--- src/rtl/mac_accum_engine_if.sv ---
// rtl/mac_accum_engine_if.sv - beat input and result output streams of the MAC engine
interface mac_accum_engine_if #(
  parameter int DATA_W = 16,
  parameter int IDX_W  = 4
) ();
  logic              in_valid;
  logic              in_ready;
  logic [DATA_W-1:0] act;
  logic [DATA_W-1:0] wt;
  logic              out_valid;
  logic              out_ready;
  logic [DATA_W-1:0] out_data;
  logic [IDX_W-1:0]  out_idx;

  modport master (
    output in_valid, act, wt, out_ready,
    input  in_ready, out_valid, out_data, out_idx
  );

  modport slave (
    input  in_valid, act, wt, out_ready,
    output in_ready, out_valid, out_data, out_idx
  );
endinterface

--- src/rtl/mac_accum_engine.sv ---
// rtl/mac_accum_engine.sv - fixed-point multiply-accumulate bank with ordered result drain
// Define MAC_ACCUM_SAT_EN to saturate product scaling and accumulation instead of wrapping.
module mac_accum_engine #(
  parameter int DATA_W = 16,
  parameter int FRAC_W = 8,
  parameter int N_IN   = 16,
  parameter int N_OUT  = 10,
  parameter int IDX_W  = 4
) (
  input  logic               clk,
  input  logic               reset,
  input  logic               start,
  mac_accum_engine_if.slave  bus,
  output logic               busy,
  output logic               done
);
  localparam int IW = (N_IN > 1) ? $clog2(N_IN) : 1;
  localparam logic [IW-1:0]    I_LAST = IW'(N_IN - 1);
  localparam logic [IDX_W-1:0] J_LAST = IDX_W'(N_OUT - 1);

  typedef enum logic [1:0] {IDLE, ACCUM, DRAIN} state_t;

  state_t                   state;
  logic [IW-1:0]            i;
  logic [IDX_W-1:0]         j;
  logic [IDX_W-1:0]         k;
  logic signed [DATA_W-1:0] acc [N_OUT];

  logic signed [2*DATA_W-1:0] prod;
  logic signed [2*DATA_W-1:0] prod_sh;
  logic signed [DATA_W-1:0]   scaled;
  logic signed [DATA_W-1:0]   sum;
  logic                       beat;

  assign beat = bus.in_valid && bus.in_ready;

`ifdef MAC_ACCUM_SAT_EN
  localparam logic signed [DATA_W-1:0] S_MAX = {1'b0, {(DATA_W-1){1'b1}}};
  localparam logic signed [DATA_W-1:0] S_MIN = {1'b1, {(DATA_W-1){1'b0}}};
  logic signed [DATA_W:0] wide;

  always_comb begin
    prod    = $signed(bus.act) * $signed(bus.wt);
    prod_sh = prod >>> FRAC_W;
    // Discarded upper bits must all equal the kept sign bit, otherwise clamp.
    if (prod_sh[2*DATA_W-1:DATA_W-1] != {(DATA_W+1){prod_sh[DATA_W-1]}})
      scaled = prod_sh[2*DATA_W-1] ? S_MIN : S_MAX;
    else
      scaled = prod_sh[DATA_W-1:0];
    wide = {acc[j][DATA_W-1], acc[j]} + {scaled[DATA_W-1], scaled};
    if (wide[DATA_W] != wide[DATA_W-1])
      sum = wide[DATA_W] ? S_MIN : S_MAX;
    else
      sum = wide[DATA_W-1:0];
  end
`else
  always_comb begin
    prod    = $signed(bus.act) * $signed(bus.wt);
    prod_sh = prod >>> FRAC_W;
    scaled  = DATA_W'(prod_sh);
    sum     = acc[j] + scaled;
  end
`endif

  always_ff @(posedge clk) begin
    if (reset) begin
      state         <= IDLE;
      i             <= '0;
      j             <= '0;
      k             <= '0;
      for (int n = 0; n < N_OUT; n++) acc[n] <= '0;
      bus.in_ready  <= 1'b0;
      bus.out_valid <= 1'b0;
      bus.out_data  <= '0;
      bus.out_idx   <= '0;
      busy          <= 1'b0;
      done          <= 1'b0;
    end else begin
      done <= 1'b0;
      case (state)
        IDLE: begin
          if (start) begin
            state        <= ACCUM;
            i            <= '0;
            j            <= '0;
            for (int n = 0; n < N_OUT; n++) acc[n] <= '0;
            bus.in_ready <= 1'b1;
            busy         <= 1'b1;
          end
        end
        ACCUM: begin
          if (beat) begin
            acc[j] <= sum;
            if (j == J_LAST) begin
              j <= '0;
              if (i == I_LAST) begin
                state         <= DRAIN;
                i             <= '0;
                k             <= '0;
                bus.in_ready  <= 1'b0;
                bus.out_valid <= 1'b1;
                bus.out_idx   <= '0;
                // With a single neuron the first result is the sum being written now.
                bus.out_data  <= (j == '0) ? sum : acc[0];
              end else begin
                i <= i + 1'b1;
              end
            end else begin
              j <= j + 1'b1;
            end
          end
        end
        DRAIN: begin
          if (bus.out_ready) begin
            if (k == J_LAST) begin
              state         <= IDLE;
              k             <= '0;
              bus.out_valid <= 1'b0;
              busy          <= 1'b0;
              done          <= 1'b1;
            end else begin
              k            <= k + 1'b1;
              bus.out_idx  <= k + 1'b1;
              bus.out_data <= acc[k + 1'b1];
            end
          end
        end
        default: state <= IDLE;
      endcase
    end
  end
endmodule
--- src/flat_wrapper.sv ---
// flat-port wrapper written by rule: the top's interface ports become plain ports
module mac_accum_engine_flat 
#(
  parameter int DATA_W = 16,
  parameter int FRAC_W = 8,
  parameter int N_IN   = 16,
  parameter int N_OUT  = 10,
  parameter int IDX_W  = 4
)
  (clk, reset, start, busy, done, bus_in_valid, bus_act, bus_wt, bus_out_ready, bus_in_ready, bus_out_valid, bus_out_data, bus_out_idx);
  mac_accum_engine_if #(.DATA_W(DATA_W), .IDX_W(IDX_W)) bus_i ();
  input  logic clk;
  input  logic reset;
  input  logic start;
  output logic busy;
  output logic done;
  input wire logic [$bits(bus_i.in_valid)-1:0] bus_in_valid;
  input wire logic [$bits(bus_i.act)-1:0] bus_act;
  input wire logic [$bits(bus_i.wt)-1:0] bus_wt;
  input wire logic [$bits(bus_i.out_ready)-1:0] bus_out_ready;
  output wire logic [$bits(bus_i.in_ready)-1:0] bus_in_ready;
  output wire logic [$bits(bus_i.out_valid)-1:0] bus_out_valid;
  output wire logic [$bits(bus_i.out_data)-1:0] bus_out_data;
  output wire logic [$bits(bus_i.out_idx)-1:0] bus_out_idx;
  assign bus_i.in_valid = bus_in_valid;
  assign bus_i.act = bus_act;
  assign bus_i.wt = bus_wt;
  assign bus_i.out_ready = bus_out_ready;
  assign bus_in_ready = bus_i.in_ready;
  assign bus_out_valid = bus_i.out_valid;
  assign bus_out_data = bus_i.out_data;
  assign bus_out_idx = bus_i.out_idx;
  mac_accum_engine #(.DATA_W(DATA_W), .FRAC_W(FRAC_W), .N_IN(N_IN), .N_OUT(N_OUT), .IDX_W(IDX_W)) u_core (.clk(clk), .reset(reset), .start(start), .bus(bus_i), .busy(busy), .done(done));
endmodule
--- config.mk ---
export PLATFORM = sky130hd
export DESIGN_NAME = mac_accum_engine_flat
export DESIGN_NICKNAME = d
export VERILOG_FILES = /design/src/rtl/mac_accum_engine_if.sv /design/src/rtl/mac_accum_engine.sv /design/src/flat_wrapper.sv
export SDC_FILE = /design/constraint.sdc
export NUM_CORES = 1
export LEC_CHECK = 0
export BUFFER_PORTS_ARGS = -buffer_cell sky130_fd_sc_hd__buf_4
export CAP_MARGIN = 25
export CORE_AREA = 2 2 230 288
export CTS_BUF_LIST = sky130_fd_sc_hd__clkbuf_16
export CTS_CLUSTER_DIAMETER = 60
export DETAILED_ROUTE_END_ITERATION = 8
export DIE_AREA = 0 0 232 290
export PLACE_DENSITY = 0.5
export SYNTH_ARGS = -nofsm -noshare
export SYNTH_HDL_FRONTEND = slang
export SYNTH_SLANG_ARGS = --single-unit
--- constraint.sdc ---
create_clock -name clk -period 8.5 [get_ports clk]
set_input_delay 1.7 -clock clk [delete_from_list [all_inputs] [get_ports clk]]
set_output_delay 1.7 -clock clk [all_outputs]
set_load 0.005 [all_outputs]
==> results.cfg, run 1 <==
[run_status]
run_status = complete, no violations

[floorplanning]
floorplan.core_area_sq_mm = 0.0644
rows = 104
start_util_pct = 34.7
die-height_um = 290
fp.dieArea_sq_mm = 0.0673
die-width_um = 232
ioPinCount = 61

[clock_network]
htreeDepth = 2
clk_latency_ns = 0.53
cts.reportedPaths.clkPinSlew_ns = 0.05
cts-buffers-inserted = 35
clock_tree.buffer_depth = 3
tritoncts_clock_tree = built
clock_sinks = 298
root_buffer = sky130_fd_sc_hd__clkbuf_16

[sta]
timing.final.hold_violations = 0
min_period_over_period_pct = 98.3
worst_clock_skew_ns = 0.0231
rsz0062_at_grt = true
finalMaxSlewViolations = 0
setup_viol_count_final = 0
timing_worst_slew_pin_value_ns = 1.02
upper_clock_frequency_limit_mhz = 120
finalWorstPathRequiredPeriod_ns = 8.36
slew_headroom_pct = 31.7

[drt]
drc = 0
drt-wirelength-per-cell_um = 22.9
wirelength_mm = 66.3
firstDrtPassIters = 4
via_total_after_detailed_routing = 15254
routed_via_density = 5.28
drt_iter0_markers = 1030
drtAntennaViolNets = 0

[min_path]
worstHoldPathType = reg -> reg

[synthesis]
ys.flop_type = sky130_fd_sc_hd__edfxtp_1
yosys.area.top_type_share_pct = 34.4
seq_total_area_yosys_pct = 38.1
synth.area.top_cells = sky130_fd_sc_hd__edfxtp_1 34%, sky130_fd_sc_hd__fa_1 17%, sky130_fd_sc_hd__mux4_2 16%, sky130_fd_sc_hd__ha_1 5.0%, sky130_fd_sc_hd__inv_1 4.4%
post-synth-top-count-cell = sky130_fd_sc_hd__inv_1
fraction_of_synthesis_flops_using_an_asynchronous_set_or_reset_pin_pct = 0
synthesis.yosys.warnings = 0
count_of_flip_flops_with_a_built_in_enable_after_synthesis = 256
synthesis.nets = 2176
biggest_area_consumer_among_synthesized_cells = sky130_fd_sc_hd__edfxtp_1
ys_types = 58
synthesis.instances = 1863
synth_area_per_cell_sq_um = 12.0
ys_seq_elements = 298
ys_top_cells_by_count = 263 x sky130_fd_sc_hd__inv_1, 256 x sky130_fd_sc_hd__edfxtp_1, 201 x sky130_fd_sc_hd__nor2_1
syn-cell-area_sq_mm = 0.0224

[cells_and_area]
net_count_final = 2334
layout.core_utilization_pct = 40.9
area.growth.synth_to_final_pct = 17.8
diodes = 0
share_of_layout_cells_above_drive_strength_1_pct = 25.4
n_fill_cell = 6153
layout.cells.non_filler = 2891

[worst_setup_path]
path_max_fanout = 7
timing.critical_path.mode_cell = sky130_fd_sc_hd__fa_1
worst_path_max_delay_cell = sky130_fd_sc_hd__fa_1
critical_path_buf_inv_count = 7
required_ns = 8.85
timing.critical_path.from_type = input port
timing.critical_path.to_type = flop
critical_path.top_delay_family = adder cells
timing.critical_path.slowest_cell_delay_ns = 0.56
arrival_ns = 8.70
worst-setup-path-type = in -> reg

[global_route]
gr-usage-met1_pct = 25.5
gr-usage-all-layers_pct = 20.1
grt_pass1_wl_mm = 101
grt-busiest-layer = met2
gr-usage-met3_pct = 2.52
grt_use_met2_pct = 35.5
grt_antenna_before_repair = 0
gr-total-overflow = 0
grt_max_degree = 52
vias_in_the_first_global_route = 16499

[placement]
place_inst = 2825
io_buffers = 60
detailedPlacementHpwl_mm = 45.5
place.gp.congestion = 0.844

[job]
max_cap_viol_count = 0
per-layer routing:
metal / share of wire, % / vias up
met2: 52 / 443
met5: 0 / -
met3: 5.0 / 120
li1: - / 6686
met1: 40 / 8005
met4: 3.0 / 0
final timing paths:
path	cells after the start	startpoint	slack, ns	endpoint
worst max-delay path	29	bus_act[6]	0.14	u_core.acc[0][15]
worst max register to register	15	flop	3.22	u_core.acc[0][15]
worst min-delay path	2	u_core.bus.out_data[3]	0.46	u_core.bus.out_data[3]
worst min register to register	2	u_core.bus.out_data[3]	0.46	u_core.bus.out_data[3]
placed cells by master, fill, tap and decap left out, types with 3 or more instances in the layout:
cell type                   Yosys  routed
sky130_fd_sc_hd__a211oi_1       8       8
sky130_fd_sc_hd__a21o_1         9       8
sky130_fd_sc_hd__a21oi_1       51      45
sky130_fd_sc_hd__a21oi_2        9      14
sky130_fd_sc_hd__and2_1       104      99
sky130_fd_sc_hd__and2_4         0       5
sky130_fd_sc_hd__and3_1         6       5
sky130_fd_sc_hd__buf_12         0       5
sky130_fd_sc_hd__buf_4          0     212
sky130_fd_sc_hd__buf_6          1      14
sky130_fd_sc_hd__clkbuf_16      0      36
sky130_fd_sc_hd__clkinv_1       0       5
sky130_fd_sc_hd__dfxtp_1       42      39
sky130_fd_sc_hd__edfxtp_1     256     256
sky130_fd_sc_hd__fa_1         187     185
sky130_fd_sc_hd__ha_1          89      84
sky130_fd_sc_hd__ha_4           0       4
sky130_fd_sc_hd__inv_1        263     265
sky130_fd_sc_hd__inv_2          0       6
sky130_fd_sc_hd__inv_6          0       3
sky130_fd_sc_hd__mux4_2       159     159
sky130_fd_sc_hd__nand2_1      167     164
sky130_fd_sc_hd__nand2b_1       9       8
sky130_fd_sc_hd__nand3_1       20      19
sky130_fd_sc_hd__nand4_1        4       4
sky130_fd_sc_hd__nor2_1       201     195
sky130_fd_sc_hd__nor2_4         0       5
sky130_fd_sc_hd__nor2b_1       10       8
sky130_fd_sc_hd__nor3_1        11      10
sky130_fd_sc_hd__o211ai_1      17      17
sky130_fd_sc_hd__o21a_1         8       8
sky130_fd_sc_hd__o21ai_0       19      13
sky130_fd_sc_hd__o21ai_1        0       3
sky130_fd_sc_hd__o21bai_1       4       3
sky130_fd_sc_hd__o22ai_1        3       3
sky130_fd_sc_hd__xnor2_1       27      24
sky130_fd_sc_hd__xnor2_2        0       3
sky130_fd_sc_hd__xor2_1        21      17
worst register-to-register path, cell delays in order, from the launching register on:
cell                       delay, ns
sky130_fd_sc_hd__dfxtp_4        0.76
sky130_fd_sc_hd__buf_4          0.79
sky130_fd_sc_hd__mux4_2         0.62
sky130_fd_sc_hd__mux4_2         0.54
sky130_fd_sc_hd__ha_1           0.32
sky130_fd_sc_hd__o21ai_0        0.08
sky130_fd_sc_hd__o21bai_1       0.27
sky130_fd_sc_hd__a21oi_1        0.12
sky130_fd_sc_hd__buf_4          0.16
sky130_fd_sc_hd__o21ai_1        0.30
sky130_fd_sc_hd__buf_4          0.18
sky130_fd_sc_hd__a21oi_2        0.06
sky130_fd_sc_hd__or3_4          0.40
sky130_fd_sc_hd__a21o_4         0.23
sky130_fd_sc_hd__buf_12         0.14
sky130_fd_sc_hd__a21oi_2        0.12
cells by family after synthesis:
family / Yosys count / synth area share (%)
compound gates: 150 / 4.43
fa+ha+maj: 276 / 21.7
flops: 298 / 38.1
buf+inv: 377 / 6.38
mux: 161 / 16.1
xor+xnor: 50 / 2.08
simple gates: 551 / 11.2
sequential cells by signal, indices dropped and copies added, names as in the netlist, named ones only:
name                  cells
u_core.i                  4
u_core.busy               1
u_core.bus.out_valid      1
u_core.bus.out_data      16
u_core.state              2
u_core.bus.out_idx        4
u_core.j                  4
u_core.k                  4
u_core.bus.in_ready       1
u_core.done               1
u_core.acc              256
metrics by stage:
step                worst slack [ns]  setup TNS (ns)  cell area (sq um)  hold slack [ns]
finish                         0.141               0              26400            0.456
global route                 -0.0892          -0.684              26400            0.479
CTS                          0.00142               0              26000            0.456
detailed placement            -0.620          -38.85              24900            0.448
global placement              -0.629          -36.44              24900            0.444
floorplan                    0.00594               0              22500            0.446
layout make-up:
cell class              count  area [sq um]  share of cell area, %
inverters                 263           990                   3.76
repair buffers            235          1920                   7.30
clock inverters            23           153                  0.579
clock buffers              36           901                   3.42
multi-input cells        1188         12800                   48.5
flip-flops and latches    298          8540                   32.4
well taps                 848          1060                   4.03
repair_timing:
action	in CTS	in global routing
gates cloned	1	1
setup buffers	0	4
pin swaps	2	46
hold buffers	0	0
resized for setup	4	77
setup endpoints to repair	26	79
Power of run 1 is not shown: default switching activity piles up to over one toggle a cycle in this logic, so the estimate is an artifact.
==> run 2, diff against run 1 <==
Settings changed: CTS_BUF_LIST sky130_fd_sc_hd__clkbuf_16 to sky130_fd_sc_hd__clkbuf_4, REMOVE_ABC_BUFFERS set to 1.
==> results.cfg, run 2 (synthesis results as in run 1) <==
[run_status]
run_status = complete, no violations

[sta]
upper_clock_frequency_limit_mhz = 122
slew_headroom_pct = 26.3
timing_worst_slew_pin_value_ns = 1.10
worst_slack_ns = 0.293
timing.final.hold_violations = 0
min_period_over_period_pct = 96.5
setup_viol_count_final = 0
finalWorstPathRequiredPeriod_ns = 8.21
worst_clock_skew_ns = 0.0514
finalMaxSlewViolations = 0

[worst_setup_path]
timing.critical_path.from_type = input port
critical_path.top_delay_family = adder cells
required_ns = 8.95
arrival_ns = 8.66
timing.critical_path.mode_cell = sky130_fd_sc_hd__fa_1
timing.critical_path.to_type = flop
worst_path_max_delay_cell = sky130_fd_sc_hd__fa_1
worst-setup-path-type = in -> reg
timing.critical_path.slowest_cell_delay_ns = 0.54
path_max_fanout = 10
critical_path_buf_inv_count = 9

[cells_and_area]
reg_top3 = u_core.acc (256), u_core.bus.out_data (16)
share_of_layout_cells_above_drive_strength_1_pct = 26.2
net_count_final = 2378
layout.core_utilization_pct = 40.6
leading_cell_type_in_the_layout_fill_and_taps_excluded = sky130_fd_sc_hd__inv_1
layout_common_cells = 263 x sky130_fd_sc_hd__inv_1, 256 x sky130_fd_sc_hd__edfxtp_1, 232 x sky130_fd_sc_hd__buf_4
area.growth.synth_to_final_pct = 16.8
registers.top_by_ff_count = u_core.acc
design_area_sq_mm = 0.0261
largest_reg_flops = 256

[clock_network]
clk_latency_ns = 0.77
htreeDepth = 3
cts-buffers-inserted = 70
cts.reportedPaths.clkPinSlew_ns = 0.07
clock_tree.buffer_depth = 3
root_buffer = sky130_fd_sc_hd__clkbuf_4
clock_sinks = 298
tritoncts_clock_tree = built

[global_route]
vias_in_the_first_global_route = 16938
grt_antenna_before_repair = 3
grt_pass1_wl_mm = 100
gr-usage-all-layers_pct = 19.8
grt_max_degree = 38
gr-total-overflow = 0

[placement]
post-place-ws_ns = -0.631
detailedPlacementHpwl_mm = 46.0
placed_area_sq_mm = 0.0250
io_buffers = 60
place.gp.congestion = 0.802

[floorplanning]
start_util_pct = 34.7
ioPinCount = 61
die-height_um = 290
fp.dieArea_sq_mm = 0.0673
die-width_um = 232
floorplan.core_area_sq_mm = 0.0644
rows = 104

[drt]
firstDrtPassIters = 5
drtAntennaViolNets = 0
wirelength_mm = 64.8
drc = 0
drt-wirelength-per-cell_um = 21.8
routed_via_density = 5.21
drt_iter0_markers = 1108
via_total_after_detailed_routing = 15504

[min_path]
worstHoldPathType = reg -> reg

[job]
max_cap_viol_count = 0
run 2: repair_timing:
action,in CTS,in global routing
resized for setup,0,17
buffers inserted,0,1
hold buffers,0,0
endpoints found under the hold margin,0,0
setup endpoints to repair,0,73
run 2: worst min-delay path, stage by stage, from the launching register on:
cell                      delay (ns)
sky130_fd_sc_hd__dfxtp_1        0.31
sky130_fd_sc_hd__nand2_1        0.05
sky130_fd_sc_hd__a21oi_1        0.05
run 2: area by class of cell:
| cell class | count | area (sq um) |
|---|---|---|
| clock buffers | 101 | 758 |
| multi-input cells | 1188 | 12600 |
| well taps | 848 | 1060 |
| clock inverters | 28 | 216 |
| flip-flops and latches | 298 | 8540 |
| repair buffers | 244 | 1990 |
| inverters | 263 | 987 |
| diodes | 4 | 10.0 |
| fillers | 6231 | 38300 |
run 2: routing by layer:
| metal | vias to the layer above | routed length, um | global-route usage (%) |
|---|---|---|---|
| met2 | 556 | 34600 | 36.0 |
| met3 | 101 | 3830 | 3.04 |
| met1 | 8023 | 24800 | 23.7 |
| met4 | 0 | 1540 | 6.25 |
| li1 | 6824 | - | - |
| met5 | - | 0 | 0 |
run 2: stage by stage:
| step | hold WS (ns) | cells | setup TNS (ns) |
|---|---|---|---|
| floorplan | 0.446 | 1749 | -6.13 |
| global placement | 0.450 | 2834 | -37.39 |
| detailed placement | 0.452 | 2839 | -41.65 |
| CTS | 0.461 | 2968 | 0 |
| global route | 0.486 | 2973 | -0.0518 |
| finish | 0.456 | 2974 | 0 |
run 2: worst paths after layout:
check / slack, ns / startpoint / cells after the start / to
max: 0.29 / bus_wt[4] / 30 / u_core.acc[0][15]
max reg2reg: 3.56 / flop / 14 / u_core.bus.out_data[13]
min: 0.46 / u_core.bus.out_data[6] / 2 / u_core.bus.out_data[6]
min reg2reg: 0.46 / u_core.bus.out_data[6] / 2 / u_core.bus.out_data[6]
Power of run 2 is left out for the same reason.
==> run 3, diff against run 2 <==
==> constraint.sdc (replaced) <==
create_clock -name clk -period 8.5 [get_ports clk]
set_input_delay 1.275 -clock clk [delete_from_list [all_inputs] [get_ports clk]]
set_output_delay 1.275 -clock clk [all_outputs]
set_load 0.005 [all_outputs]
==> results.cfg, run 3 (synthesis results as in run 1) <==
[sta]
setup_viol_count_final = 0
timing.final.hold_violations = 0
slew_headroom_pct = 29.5
worst_clock_skew_ns = 0.0534
rsz0062_at_grt = false
timing_worst_slew_pin_value_ns = 1.06
worst_slack_ns = 0.620
min_period_over_period_pct = 92.7
hold_slack_ns = 0.457
finalWorstPathRequiredPeriod_ns = 7.88
finalMaxSlewViolations = 0
upper_clock_frequency_limit_mhz = 127

[clock_network]
cts.reportedPaths.clkPinSlew_ns = 0.06
clock_sinks = 298
post-cts-setup-buffers = 0
postCtsResizedCells = 0
cts-buffers-inserted = 72
tritoncts_clock_tree = built
clk_latency_ns = 0.78
post_cts_hold_buffer_count = 0
htreeDepth = 3
clock_tree.buffer_depth = 3
root_buffer = sky130_fd_sc_hd__clkbuf_4

[floorplanning]
rows = 104
floorplan.core_area_sq_mm = 0.0644
fp.dieArea_sq_mm = 0.0673
die-width_um = 232
start_util_pct = 34.7
die-height_um = 290
ioPinCount = 61

[cells_and_area]
seqCellArea_sq_mm = 0.00854
area.growth.synth_to_final_pct = 14.0
n_fill_cell = 6230
layout.cells.non_filler = 2901
layout_common_cells = 263 x sky130_fd_sc_hd__inv_1, 256 x sky130_fd_sc_hd__edfxtp_1, 196 x sky130_fd_sc_hd__nor2_1
largest_reg_flops = 256
layout.core_utilization_pct = 39.6
reg_top3 = u_core.acc (256), u_core.bus.out_data (16)
share_of_layout_cells_above_drive_strength_1_pct = 23.2
net_count_final = 2304
registers.top_by_ff_count = u_core.acc
leading_cell_type_in_the_layout_fill_and_taps_excluded = sky130_fd_sc_hd__inv_1
multiInputGateArea_sq_mm = 0.0125

[worst_setup_path]
timing.critical_path.slowest_cell_delay_ns = 0.57
timing.critical_path.from_type = input port
timing.critical_path.mode_cell = sky130_fd_sc_hd__fa_1
path_max_fanout = 11
timing.critical_path.to_type = flop
required_ns = 9.01
worst_path_max_delay_cell = sky130_fd_sc_hd__fa_1
arrival_ns = 8.39
worst-setup-path-type = in -> reg
cp-startpoint = bus_act[7]

[min_path]
worstHoldPathType = reg -> reg
hold_path.startpoint = u_core.bus.out_data[6]

[placement]
post-place-ws_ns = -0.167
detailedPlacementHpwl_mm = 45.6
place.gp.congestion = 0.827
io_buffers = 60
place_inst = 2764

[drt]
firstDrtPassIters = 5
via_total_after_detailed_routing = 15254
wirelength_mm = 64.5
drt_iter0_markers = 1248
drt-wirelength-per-cell_um = 22.2
routed_via_density = 5.26
drc = 0
drtAntennaViolNets = 0

[global_route]
grt_antenna_before_repair = 2
vias_in_the_first_global_route = 16790
gr-total-overflow = 0
grt_max_degree = 40
gr-usage-all-layers_pct = 19.9
grt_pass1_wl_mm = 101

[job]
max_cap_viol_count = 0

[run_status]
run_status = complete, no violations
==> run 3: final timing paths <==
check	endpoint	slack, ns	depth (start not counted)
worst max-delay path	u_core.acc[10][14]	0.62	31
worst min-delay path	u_core.bus.out_data[6]	0.46	2
worst max register to register	u_core.acc[0][15]	3.58	16
worst min register to register	u_core.bus.out_data[6]	0.46	2
==> run 3: layout make-up <==
type,instances,share of cell area [%]
clock inverters,23,0.486
repair buffers,168,5.73
inverters,263,3.87
clock buffers,110,3.24
flip-flops and latches,298,33.5
multi-input cells,1188,49.0
diodes,3,0.0294
well taps,848,4.16
==> run 3: per-layer routing <==
metal | vias to the layer above | GRT usage, % | wire length (um) | part of all wire (%)
li1 | 6694 | - | - | -
met1 | 7993 | 24.2 | 25200 | 39
met2 | 461 | 36.0 | 34700 | 54
met3 | 106 | 3.11 | 3210 | 5.0
met4 | 0 | 5.55 | 1450 | 2.3
met5 | - | 0 | 0 | 0
==> run 3: worst max-delay path, delay by kind of cell <==
family / cells / cell delay [ns]
AO/OA/AOI/OAI: 8 / 1.47
XOR/XNOR: 1 / 0.16
adder cells (fa/ha/maj): 8 / 3.56
buffers and inverters: 9 / 1.00
AND/OR/NAND/NOR: 5 / 0.93
==> run 3: metrics by stage <==
step | TNS, ns | area, sq um
6_report | 0 | 25500
5_1_grt | 0 | 25500
4_1_cts | 0 | 25500
3_5_place_dp | -2.76 | 24500
3_3_place_gp | -1.68 | 24300
2_1_floorplan | 0 | 21900
Power of run 3 is left out for the same reason.
